<file path="config.mk">
export PLATFORM = sky130hd
export DESIGN_NAME = stack
export DESIGN_NICKNAME = d
export VERILOG_FILES = /design/src/rtl/stack.sv
export SDC_FILE = /design/constraint.sdc
export NUM_CORES = 1
export LEC_CHECK = 0
export ABC_AREA = 0
export CORE_ASPECT_RATIO = 0.5
export CORE_UTILIZATION = 40
export CTS_BUF_LIST = sky130_fd_sc_hd__clkbuf_4 sky130_fd_sc_hd__clkbuf_8 sky130_fd_sc_hd__clkbuf_16
export CTS_CLUSTER_SIZE = 24
export DETAILED_ROUTE_END_ITERATION = 12
export GPL_TIMING_DRIVEN = 0
export PLACE_DENSITY_LB_ADDON = 0.15
export SLEW_MARGIN = 20
export SYNTH_ARGS = -nofsm -noshare
export SYNTH_HDL_FRONTEND = slang
export SYNTH_SLANG_ARGS = --single-unit
</file>
<file path="constraint.sdc">
create_clock -name clk -period 5.7 [get_ports clk]
set_clock_uncertainty 0.2 [all_clocks]
set_input_delay 0.855 -clock clk [delete_from_list [all_inputs] [get_ports clk]]
set_output_delay 0.855 -clock clk [all_outputs]
set_load 0.005 [all_outputs]
</file>
<file path="src/rtl/stack.sv">
// Synchronous LIFO of DATA_W-bit words with registered pop output and count/full/empty status.
// Optional overflow/underflow sticky flags are enabled by defining STACK_ERR_FLAGS_EN.
module stack #(
  parameter  int DATA_W = 32,
  parameter  int DEPTH  = 16,
  localparam int PTR_W  = $clog2(DEPTH) + 1
) (
  input  logic              clk,
  input  logic              rst_n,
  input  logic              read_en,
  input  logic              write_en,
  input  logic [DATA_W-1:0] data_in,
  output logic [DATA_W-1:0] data_out,
  output logic              empty,
  output logic              full,
  output logic [PTR_W-1:0]  count
`ifdef STACK_ERR_FLAGS_EN
  ,
  output logic              overflow,
  output logic              underflow
`endif
);

  localparam int AW = PTR_W - 1;

  logic [DATA_W-1:0] mem [DEPTH];
  logic [PTR_W-1:0]  count_reg;
  logic [PTR_W-1:0]  count_next;
  logic [DATA_W-1:0] data_out_reg;
  logic [AW-1:0]     top_addr;
  logic [AW-1:0]     wr_addr;
  logic              push_pop;
  logic              push_only;
  logic              pop_only;
  logic              mem_we;
  logic              mem_re;

  assign empty = (count_reg == '0);
  assign full  = (count_reg == PTR_W'(DEPTH));

  // When full the low address bits wrap to 0, so top-1 lands on DEPTH-1 as required.
  assign top_addr  = count_reg[AW-1:0] - AW'(1);
  assign push_pop  = write_en & read_en;
  assign push_only = write_en & ~read_en & ~full;
  assign pop_only  = read_en & ~write_en & ~empty;

  // A simultaneous push+pop on a non-empty stack replaces the top slot in place.
  assign mem_we  = push_only | (push_pop & ~empty);
  assign mem_re  = pop_only  | (push_pop & ~empty);
  assign wr_addr = push_only ? count_reg[AW-1:0] : top_addr;

  always_comb begin
    count_next = count_reg;
    if (push_only) begin
      count_next = count_reg + PTR_W'(1);
    end else if (pop_only) begin
      count_next = count_reg - PTR_W'(1);
    end
  end

  always_ff @(posedge clk or negedge rst_n) begin
    if (!rst_n) begin
      count_reg <= '0;
    end else begin
      count_reg <= count_next;
    end
  end

  always_ff @(posedge clk) begin
    if (mem_we) begin
      mem[wr_addr] <= data_in;
    end
  end

  // Nonblocking semantics give the pre-push top when read and write share an address.
  always_ff @(posedge clk or negedge rst_n) begin
    if (!rst_n) begin
      data_out_reg <= '0;
    end else if (push_pop & empty) begin
      data_out_reg <= data_in;
    end else if (mem_re) begin
      data_out_reg <= mem[top_addr];
    end
  end

  assign data_out = data_out_reg;
  assign count    = count_reg;

`ifdef STACK_ERR_FLAGS_EN
  logic overflow_reg;
  logic underflow_reg;

  always_ff @(posedge clk or negedge rst_n) begin
    if (!rst_n) begin
      overflow_reg  <= 1'b0;
      underflow_reg <= 1'b0;
    end else begin
      if (write_en & ~read_en & full) begin
        overflow_reg <= 1'b1;
      end
      if (read_en & ~write_en & empty) begin
        underflow_reg <= 1'b1;
      end
    end
  end

  assign overflow  = overflow_reg;
  assign underflow = underflow_reg;
`endif

endmodule

</file>
==> results of run 1 <==
## timing repair
action	4_1_cts	5_1_grt
hold buffers	0	0
setup endpoints to repair	29	0
resized for setup	0	0
buffers inserted	1	0
## through the flow
| step | hold WS [ps] | total power [W] | cells | worst slack, ps | cell area (sq um) |
|---|---|---|---|---|---|
| floorplan | 283.6 | 0.008574 | 1128 | 1181 | 21700 |
| global placement | 305.0 | 0.01036 | 1903 | -2145 | 23320 |
| detailed placement | 284.1 | 0.01070 | 1932 | -54.00 | 24200 |
| CTS | 115.8 | 0.01421 | 2022 | 172.2 | 25920 |
| global route | 140.4 | 0.01473 | 2022 | 252.4 | 25920 |
| finish | 116.0 | 0.01407 | 2022 | 454.6 | 25920 |
## worst min-delay path by stage
stage | to | from | slack (ps)
finish | data_out[29] | rst_n | 120
global route | data_out[29] | rst_n | 140
CTS | data_out[29] | rst_n | 120
detailed placement | data_out[5] | data_out[5] | 280
global placement | data_out[5] | data_out[5] | 310
floorplan | data_out[10] | data_out[10] | 280
## layer usage
| layer | up-vias | wire length (um) | global-route usage |
|---|---|---|---|
| met5 | - | 0 | 0 |
| met4 | 0 | 976 | 0.04247 |
| met3 | 80 | 3876 | 0.03540 |
| met2 | 454 | 26330 | 0.3276 |
| met1 | 6359 | 24710 | 0.2984 |
| li1 | 4907 | - | - |
## critical path, cell delays in order, from the launching register on
cell and delay, ps:
dfrtp_1 350, buf_4 190, buf_6 230, buf_6 220, inv_1 340, ha_1 460, clkbuf_1 340, buf_2 450
clkbuf_1 620, and3_1 260, o21ai_1 290, nor2_4 530, buf_16 230, buf_16 180
## logic make-up after synthesis
group                    share of synthesized area
adder cells (fa/ha/maj)                   0.003806
buffers and inverters                      0.01978
flip-flops                                  0.7512
multiplexers                                0.1328
AND/OR/NAND/NOR                            0.03996
AO/OA/AOI/OAI                              0.04924
XOR/XNOR                                  0.003171
## Yosys cell counts, drive strengths merged, types with 9 or more instances
cell	count	area [sq um]
dfrtp	37	925.9
a31oi	35	219.0
a22oi	9	67.56
a211o	25	219.0
a21oi	12	60.06
buf	39	289.0
o21ai	36	183.9
nor2	98	367.9
a2111oi	25	219.0
nand2	87	331.6
clkbuf	28	105.1
mux4	128	2883
edfxtp	512	15370
## power breakdown
group,switching (W),total (W),internal (W)
Combinational,0.00301,0.00540,0.00239
Clock,0.00146,0.00351,0.00205
Sequential,0.000183,0.00516,0.00498
Total,0.00465,0.0141,0.00942
## final cells by class
type | count | area (sq um) | share of cell area
repair buffers | 104 | 1519 | 0.05861
plain buffers | 66 | 390.4 | 0.01506
multi-input cells | 504 | 5090 | 0.1964
clock inverters | 18 | 244.0 | 0.009414
well taps | 701 | 877.1 | 0.03384
clock buffers | 72 | 1461 | 0.05639
inverters | 8 | 35.03 | 0.001352
flip-flops and latches | 549 | 16300 | 0.6289
==> impl_metrics.py, run 1 <==
metrics = {
    "outcome": {
        "status": "complete, no violations",
    },
    "logic_synthesis": {
        "yosys_register_bits": 549,
        "syn_avg_cell_area_sq_um": 19.24,
        "syn_nets": 1170,
        "synth-main-ff-cell": "edfxtp_1",
        "syn-cell-area_sq_um": 21700,
        "synthesis.instances": 1128,
        "synth.distinct_cells": 47,
        "synth_edf_count": 512,
        "synth_warnings": 0,
        "ys_seq_area_frac": 0.7512,
        "synthArstFlopShare": 0.06740,
    },
    "setup_path": {
        "crit_arrival_ps": 5310,
        "critPathKind": "reg2reg",
        "worstReg2RegEnd": "mem[12][12]",
        "crit_start": "count[0]",
        "endpoint": "mem[12][12]",
        "start_kind": "flip-flop",
        "r2r-start": "count[0]",
        "rrSetupSlack_ps": 450,
        "worst-path-max-fanout": 14,
        "end_kind": "flip-flop",
        "reg2reg_depth": 13,
        "cp.required_ps": 5770,
    },
    "floorplan": {
        "core_area_sq_um": 52780,
        "std_cell_rows": 59,
        "floorplan.initialDensity": 0.4111,
        "fp.dieW_um": 331.4,
        "pin_count": 75,
        "die_area_sq_um": 55240,
        "die_y_um": 166.7,
    },
    "detailed_routing": {
        "viasPerCell": 5.836,
        "vias": 11800,
        "drc": 0,
        "first_iter_violations": 1249,
        "wl_per_cell_um": 27.64,
        "firstDrtPassIters": 5,
        "drt-total-wl_um": 55900,
        "ant_nets": 0,
    },
    "sta": {
        "rsz0062_at_grt": "no",
        "worstMarginPinSlew_ps": 1102,
        "hold_viol_final": 0,
        "finalSetupViolCount": 0,
        "fmax_mhz": 190.6,
        "setup_tns_ps": 0,
        "maxSlewHeadroom": 0.2636,
        "layout_min_cycle_time_ps": 5245,
        "post-route-period-util": 0.9202,
        "finalMaxSlewViolations": 0,
    },
    "final_layout": {
        "largest_reg_flops": 512,
        "fin_util": 0.4910,
        "final_cell_mix": "edfxtp_1 (512), mux4_2 (128), nand2_1 (85), nor2_1 (82), clkdlybuf4s50_1 (73)",
        "layout_commonest_cell": "edfxtp_1",
        "nets": 1324,
        "syn_to_final_growth_pct": 19.44,
        "layout-drive-gt1-share": 0.2332,
        "antennaDiodeCount": 0,
        "fillers": 4248,
    },
    "cts": {
        "htree_levels": 2,
        "cts_root_buf": "clkbuf_16",
        "clk_path_buf_depth": 3,
        "numCtsBuffers": 49,
        "clkLatencyLatePin_ps": 580,
        "clkTransAtPathRegs_ps": 70,
        "cts_sinks": 549,
        "cts_tree": "yes",
    },
    "power": {
        "p_per_area_nw_per_um2": 543.0,
        "irDropWorstVdd_mv": 0.2647,
        "leakage_nw": 8.433,
    },
    "hold_path": {
        "hp-class": "in2async",
    },
    "placed_design": {
        "io_buffers": 74,
        "gp_congestion": 0.8292,
        "dpl.hpwl_um": 36720,
    },
    "grt": {
        "grt_max_degree": 38,
        "grt_util_all_layers": 0.2054,
        "grt_pass1_vias": 12389,
        "antenna_found_initial": 0,
        "grt-ovfl-total": 0,
        "grt_pass1_wl_um": 82590,
    },
    "flow_run": {
        "maxCapViolCount": 0,
    },
}
Note: power is estimated with default switching activity, not from simulation.
==> run 2, diff against run 1 <==
==> constraint.sdc (replaced) <==
create_clock -name clk -period 5.7 [get_ports clk]
set_clock_uncertainty 0.2 [all_clocks]
set_input_delay 0.855 -clock clk [delete_from_list [all_inputs] [get_ports clk]]
set_output_delay 0.855 -clock clk [all_outputs]
set_load 0.1 [all_outputs]
==> run 2 against run 1 <==
Effect of this change: count of clock-buffer cells in the layout did not move; hold slack is the same; design area is essentially flat; final cell count is the same; register-to-register slack barely moved; via count did not move; die area is the same; highest routed layer unchanged; total power rose by 6.8%; largest cell class unchanged; routed wire length is essentially flat; critical path depth fell by 2; sequential power is essentially flat.
==> impl_metrics.py, run 2 (same netlist as run 1, synthesis figures left out) <==
metrics = {
    "cts": {
        "cts_hold_buf": 0,
        "clkTransAtPathRegs_ps": 70,
        "cts_root_buf": "clkbuf_16",
        "cts_tree": "yes",
        "cts_sinks": 549,
        "clk_path_buf_depth": 3,
        "clkLatencyLatePin_ps": 580,
        "numCtsBuffers": 49,
        "htree_levels": 2,
    },
    "outcome": {
        "status": "complete, no violations",
    },
    "final_layout": {
        "final_cell_mix": "edfxtp_1 (512), mux4_2 (128), nand2_1 (85), nor2_1 (82), clkdlybuf4s50_1 (72)",
        "fillers": 4248,
        "register_area_sq_um": 16300,
        "largest_reg_flops": 512,
        "syn_to_final_growth_pct": 19.43,
        "final_cells": 2022,
        "stdcell_area_sq_um": 25920,
        "nets": 1324,
        "layout_commonest_cell": "edfxtp_1",
        "antennaDiodeCount": 0,
        "layout-drive-gt1-share": 0.2332,
        "multiInputGateArea_sq_um": 5090,
    },
    "sta": {
        "post-route-period-util": 0.9570,
        "finalMaxSlewViolations": 0,
        "maxSlewHeadroom": 0.2636,
        "setup_ws_ps": 244.9,
        "hold_viol_final": 0,
        "finalSetupViolCount": 0,
        "worstMarginPinSlew_ps": 1102,
        "holdWs_ps": 116.0,
        "rsz0062_at_grt": "no",
        "fmax_mhz": 183.3,
        "layout_min_cycle_time_ps": 5455,
    },
    "setup_path": {
        "worst_path_most_repeated_cell": "buf_6",
        "crit_arrival_ps": 4400,
        "cp_num_buf_inv": 9,
        "critical_path.cell_chain": "buf_4, buf_6, buf_6, inv_1, ha_1, or4b_1, buf_6, clkinv_4, buf_6, buf_2, dlygate4sd2_1",
        "critPathMaxStageDelay_ps": 910,
        "reg2reg_depth": 13,
        "r2r-start": "count[0]",
        "cp.required_ps": 4640,
        "start_kind": "flip-flop",
        "rrSetupSlack_ps": 450,
        "worst-path-max-fanout": 14,
        "worstReg2RegEnd": "mem[12][12]",
        "end_kind": "primary output",
        "crit_slowest_cell": "dlygate4sd2_1",
        "cp_top_family": "buffers and inverters",
        "critPathKind": "reg2out",
    },
    "hold_path": {
        "hp-class": "in2async",
    },
    "floorplan": {
        "die_y_um": 166.7,
        "core_area_sq_um": 52780,
        "fp.dieW_um": 331.4,
        "floorplan.initialDensity": 0.4111,
        "die_area_sq_um": 55240,
        "pin_count": 75,
        "std_cell_rows": 59,
    },
    "power": {
        "p_per_area_nw_per_um2": 580.0,
        "irDropWorstVdd_mv": 0.2647,
        "leakage_nw": 8.437,
    },
    "detailed_routing": {
        "first_iter_violations": 1249,
        "wl_per_cell_um": 27.64,
        "drt-total-wl_um": 55900,
        "ant_nets": 0,
        "viasPerCell": 5.836,
        "vias": 11800,
        "drc": 0,
        "firstDrtPassIters": 5,
    },
    "grt": {
        "grt_pass1_wl_um": 82590,
        "grt_pass1_vias": 12389,
        "grt_max_degree": 38,
        "grt-ovfl-total": 0,
        "grt_util_all_layers": 0.2054,
        "antenna_found_initial": 0,
    },
    "placed_design": {
        "io_buffers": 74,
        "place_area_sq_um": 24200,
        "gp_congestion": 0.8292,
        "dpl.hpwl_um": 36720,
        "dp_slack_ps": -54.00,
        "dp.cells": 1932,
    },
    "flow_run": {
        "maxCapViolCount": 0,
    },
}
run 2: cell count changes in the layout (fill, tap and decap cells not counted), sizes merged:
cell           delta
clkdlybuf4s50     -1
dlygate4sd2       +1
run 2: worst max-delay path by stage:
| stage | from | endpoint | slack [ps] | depth (start not counted) |
|---|---|---|---|---|
| global route | count[0] | empty | 110 | 11 |
| global placement | count[0] | mem[12][4] | -2140 | 12 |
| CTS | count[0] | mem[12][12] | 170 | 13 |
| finish | count[0] | empty | 240 | 11 |
| detailed placement | count[0] | mem[5][2] | -50 | 13 |
| floorplan | count[0] | mem[13][0] | 230 | 12 |
run 2: timing repair:
action                                  in CTS  in global routing
buffers inserted                             1                  0
resized for setup                            1                  0
endpoints found under the setup margin      30                  0
run 2: cell type report:
class	instances	share of cell area
Buffer	66	0.01506
Clock buffer	72	0.05639
Clock inverter	18	0.009414
Inverter	8	0.001352
Multi-Input combinational cell	504	0.1964
Sequential cell	549	0.6290
Tap cell	701	0.03384
Timing Repair Buffer	104	0.05856
run 2: where the power goes:
| part | total [W] | switching [W] | internal, W |
|---|---|---|---|
| clock | 0.00351 | 0.00146 | 0.00205 |
| sequential | 0.00516 | 0.000183 | 0.00498 |
| combinational | 0.00636 | 0.00397 | 0.00239 |
| total | 0.0150 | 0.00561 | 0.00942 |
run 2: routing by layer:
metal  GRT usage  share of wire  up-vias
li1            -              -     4907
met1      0.2984           0.44     6359
met2      0.3276           0.47      454
met3     0.03540          0.069       80
met4     0.04247          0.017        0
met5           0              0        -
run 2: through the flow:
step	TNS, ps	power, W	utilization
3_5_place_dp	-790.4	0.01166	0.4584
5_1_grt	0	0.01569	0.4910
3_3_place_gp	-918950	0.01132	0.4418
6_report	0	0.01503	0.4910
4_1_cts	0	0.01517	0.4910
2_1_floorplan	0	0.009514	-
run 2: worst reg2reg max path, delay by kind of cell, from the launching register on:
kind            cells  cell delay (ps)
fa+ha+maj           1              460
buf+inv             9             2820
flops               1              350
simple gates        2              790
compound gates      1              290
==> run 3, diff against run 2 <==
--- a/config.mk
+++ b/config.mk
@@ -7,12 +7,12 @@
 export LEC_CHECK = 0
 export ABC_AREA = 0
 export CORE_ASPECT_RATIO = 0.5
-export CORE_UTILIZATION = 40
+export CORE_UTILIZATION = 23
 export CTS_BUF_LIST = sky130_fd_sc_hd__clkbuf_4 sky130_fd_sc_hd__clkbuf_8 sky130_fd_sc_hd__clkbuf_16
 export CTS_CLUSTER_SIZE = 24
 export DETAILED_ROUTE_END_ITERATION = 12
 export GPL_TIMING_DRIVEN = 0
-export PLACE_DENSITY_LB_ADDON = 0.15
+export PLACE_DENSITY_LB_ADDON = 0.12
 export SLEW_MARGIN = 20
 export SYNTH_ARGS = -nofsm -noshare
 export SYNTH_HDL_FRONTEND = slang
==> run 3 against run 2 <==
Effect of this change: design area rose by 3.7%; setup slack got worse by 78 ps; die area grew 73%.
==> impl_metrics.py, run 3 (same netlist as run 1, synthesis figures left out) <==
metrics = {
    "sta": {
        "finalSetupViolCount": 0,
        "fmax_mhz": 180.7,
        "rsz0062_at_grt": "no",
        "maxSlewHeadroom": 0.2269,
        "setup_ws_ps": 167.2,
        "hold_viol_final": 0,
        "worstMarginPinSlew_ps": 1157,
        "post-route-period-util": 0.9707,
        "layout_min_cycle_time_ps": 5533,
        "finalMaxSlewViolations": 0,
    },
    "power": {
        "irDropWorstVdd_mv": 0.2337,
        "p_per_area_nw_per_um2": 580.1,
        "leakage_nw": 8.551,
    },
    "detailed_routing": {
        "drt-total-wl_um": 65290,
        "viasPerCell": 4.498,
        "drc": 0,
        "first_iter_violations": 683,
        "vias": 11667,
        "firstDrtPassIters": 5,
        "ant_nets": 0,
        "wl_per_cell_um": 25.17,
    },
    "setup_path": {
        "endpoint": "empty",
        "worst-path-max-fanout": 14,
        "end_kind": "primary output",
        "critPathKind": "reg2out",
        "reg2reg_depth": 13,
        "crit_start": "count[0]",
        "start_kind": "flip-flop",
        "worstReg2RegEnd": "mem[10][18]",
        "r2r-start": "count[0]",
        "cp.required_ps": 4640,
        "rrSetupSlack_ps": 330,
        "crit_arrival_ps": 4480,
    },
    "cts": {
        "numCtsBuffers": 56,
        "clkLatencyLatePin_ps": 620,
        "cts_tree": "yes",
        "clkTransAtPathRegs_ps": 60,
        "cts_sinks": 549,
        "cts_setup_buffers": 0,
        "clk_path_buf_depth": 3,
        "cts_root_buf": "clkbuf_16",
        "htree_levels": 2,
    },
    "placed_design": {
        "dp_slack_ps": -472.1,
        "gp_congestion": 0.7379,
        "place_area_sq_um": 24960,
        "dpl.hpwl_um": 43430,
        "io_buffers": 74,
    },
    "grt": {
        "met2_usage": 0.2294,
        "grt_pass1_vias": 12782,
        "antenna_found_initial": 1,
        "grt-busiest-layer": "met2",
        "met3_usage": 0.02206,
        "grt_use_met1": 0.1841,
        "grt_util_all_layers": 0.1370,
        "grt_pass1_wl_um": 93120,
        "grt-ovfl-total": 0,
        "grt_max_degree": 20,
    },
    "floorplan": {
        "floorplan.initialDensity": 0.2328,
        "fp.dieW_um": 436.4,
        "std_cell_rows": 79,
        "pin_count": 75,
        "core_area_sq_um": 93210,
        "die_y_um": 219.2,
        "die_area_sq_um": 95650,
    },
    "final_layout": {
        "stdcell_area_sq_um": 26870,
        "antennaDiodeCount": 0,
        "syn_to_final_growth_pct": 23.81,
        "final_cell_mix": "edfxtp_1 (512), mux4_2 (128), nand2_1 (85), nor2_1 (82), clkdlybuf4s50_1 (72)",
        "nets": 1335,
        "largest_reg_flops": 512,
        "fillers": 9180,
        "register_area_sq_um": 16300,
        "multiInputGateArea_sq_um": 5090,
        "layout_commonest_cell": "edfxtp_1",
        "layout-drive-gt1-share": 0.2382,
    },
    "flow_run": {
        "maxCapViolCount": 0,
    },
    "hold_path": {
        "hp-class": "reg2reg",
    },
    "outcome": {
        "status": "complete, no violations",
    },
}
==> run 3: changes by cell type in the layout (fill, tap and decap cells not counted), moves of 4 or more <==
cell       change
buf_12         +5
clkbuf_16      +9
clkinv_1       +8
clkbuf_4       -4
clkinv_2       +4
clkbuf_8       -5
==> run 3: critical path: stages (launching register included) <==
cell and delay [ps]:
dfrtp_1 380, buf_4 180, buf_6 180, buf_6 190, inv_1 540, ha_1 310, or4b_1 460, buf_6 180
clkinv_4 60, buf_6 160, buf_2 310, clkdlybuf4s15_1 880
==> run 3: area by class of cell <==
class                           instances  area share
Sequential cell                       549      0.6067
Multi-Input combinational cell        504      0.1894
Clock buffer                           72     0.05910
Timing Repair Buffer                  108     0.05859
Tap cell                             1255     0.05845
Buffer                                 66     0.01462
Clock inverter                         32     0.01178
Inverter                                8    0.001304
==> run 3: repair_timing <==
| action | CTS | global route |
|---|---|---|
| gates resized for setup | 2 | 1 |
| endpoints found under the setup margin | 257 | 1 |
| pin swaps | 0 | 0 |
| endpoints found under the hold margin | 18 | 0 |
| hold buffers | 1 | 0 |
==> run 3: worst min path at each step <==
stage / start / endpoint / slack (ps) / cells past startpoint
after detailed placement: data_out[29] / data_out[29] / 300 / 1
after global routing: data_out[29] / data_out[29] / 320 / 1
after global placement: data_out[28] / data_out[28] / 310 / 1
final: data_out[29] / data_out[29] / 310 / 1
after CTS: data_out[29] / data_out[29] / 320 / 1
after floorplan: rst_n / count[0] / 360 / 0
==> run 3: through the flow <==
step / instances / hold slack (ps) / setup TNS [ps] / power [W] / util
floorplan: 1128 / 359.4 / 0 / 0.009514 / -
global placement: 2457 / 313.0 / -1264420 / 0.01169 / 0.2576
detailed placement: 2490 / 301.5 / -40140 / 0.01199 / 0.2677
CTS: 2594 / 315.1 / 0 / 0.01586 / 0.2882
global route: 2594 / 324.3 / 0 / 0.01633 / 0.2882
finish: 2594 / 314.6 / 0 / 0.01558 / 0.2882
==> run 3: layer usage <==
layer | vias up | share of wire
li1 | 4955 | -
met1 | 6348 | 0.46
met2 | 262 | 0.48
met3 | 100 | 0.040
met4 | 2 | 0.021
met5 | - | 0.00020
==> run 3: power by group <==
part | internal, W | leakage, nW | switching [W]
combinational | 0.00241 | 2.53 | 0.00418
clock | 0.00223 | 0.948 | 0.00158
sequential | 0.00498 | 5.07 | 0.000198
total | 0.00962 | 8.55 | 0.00596
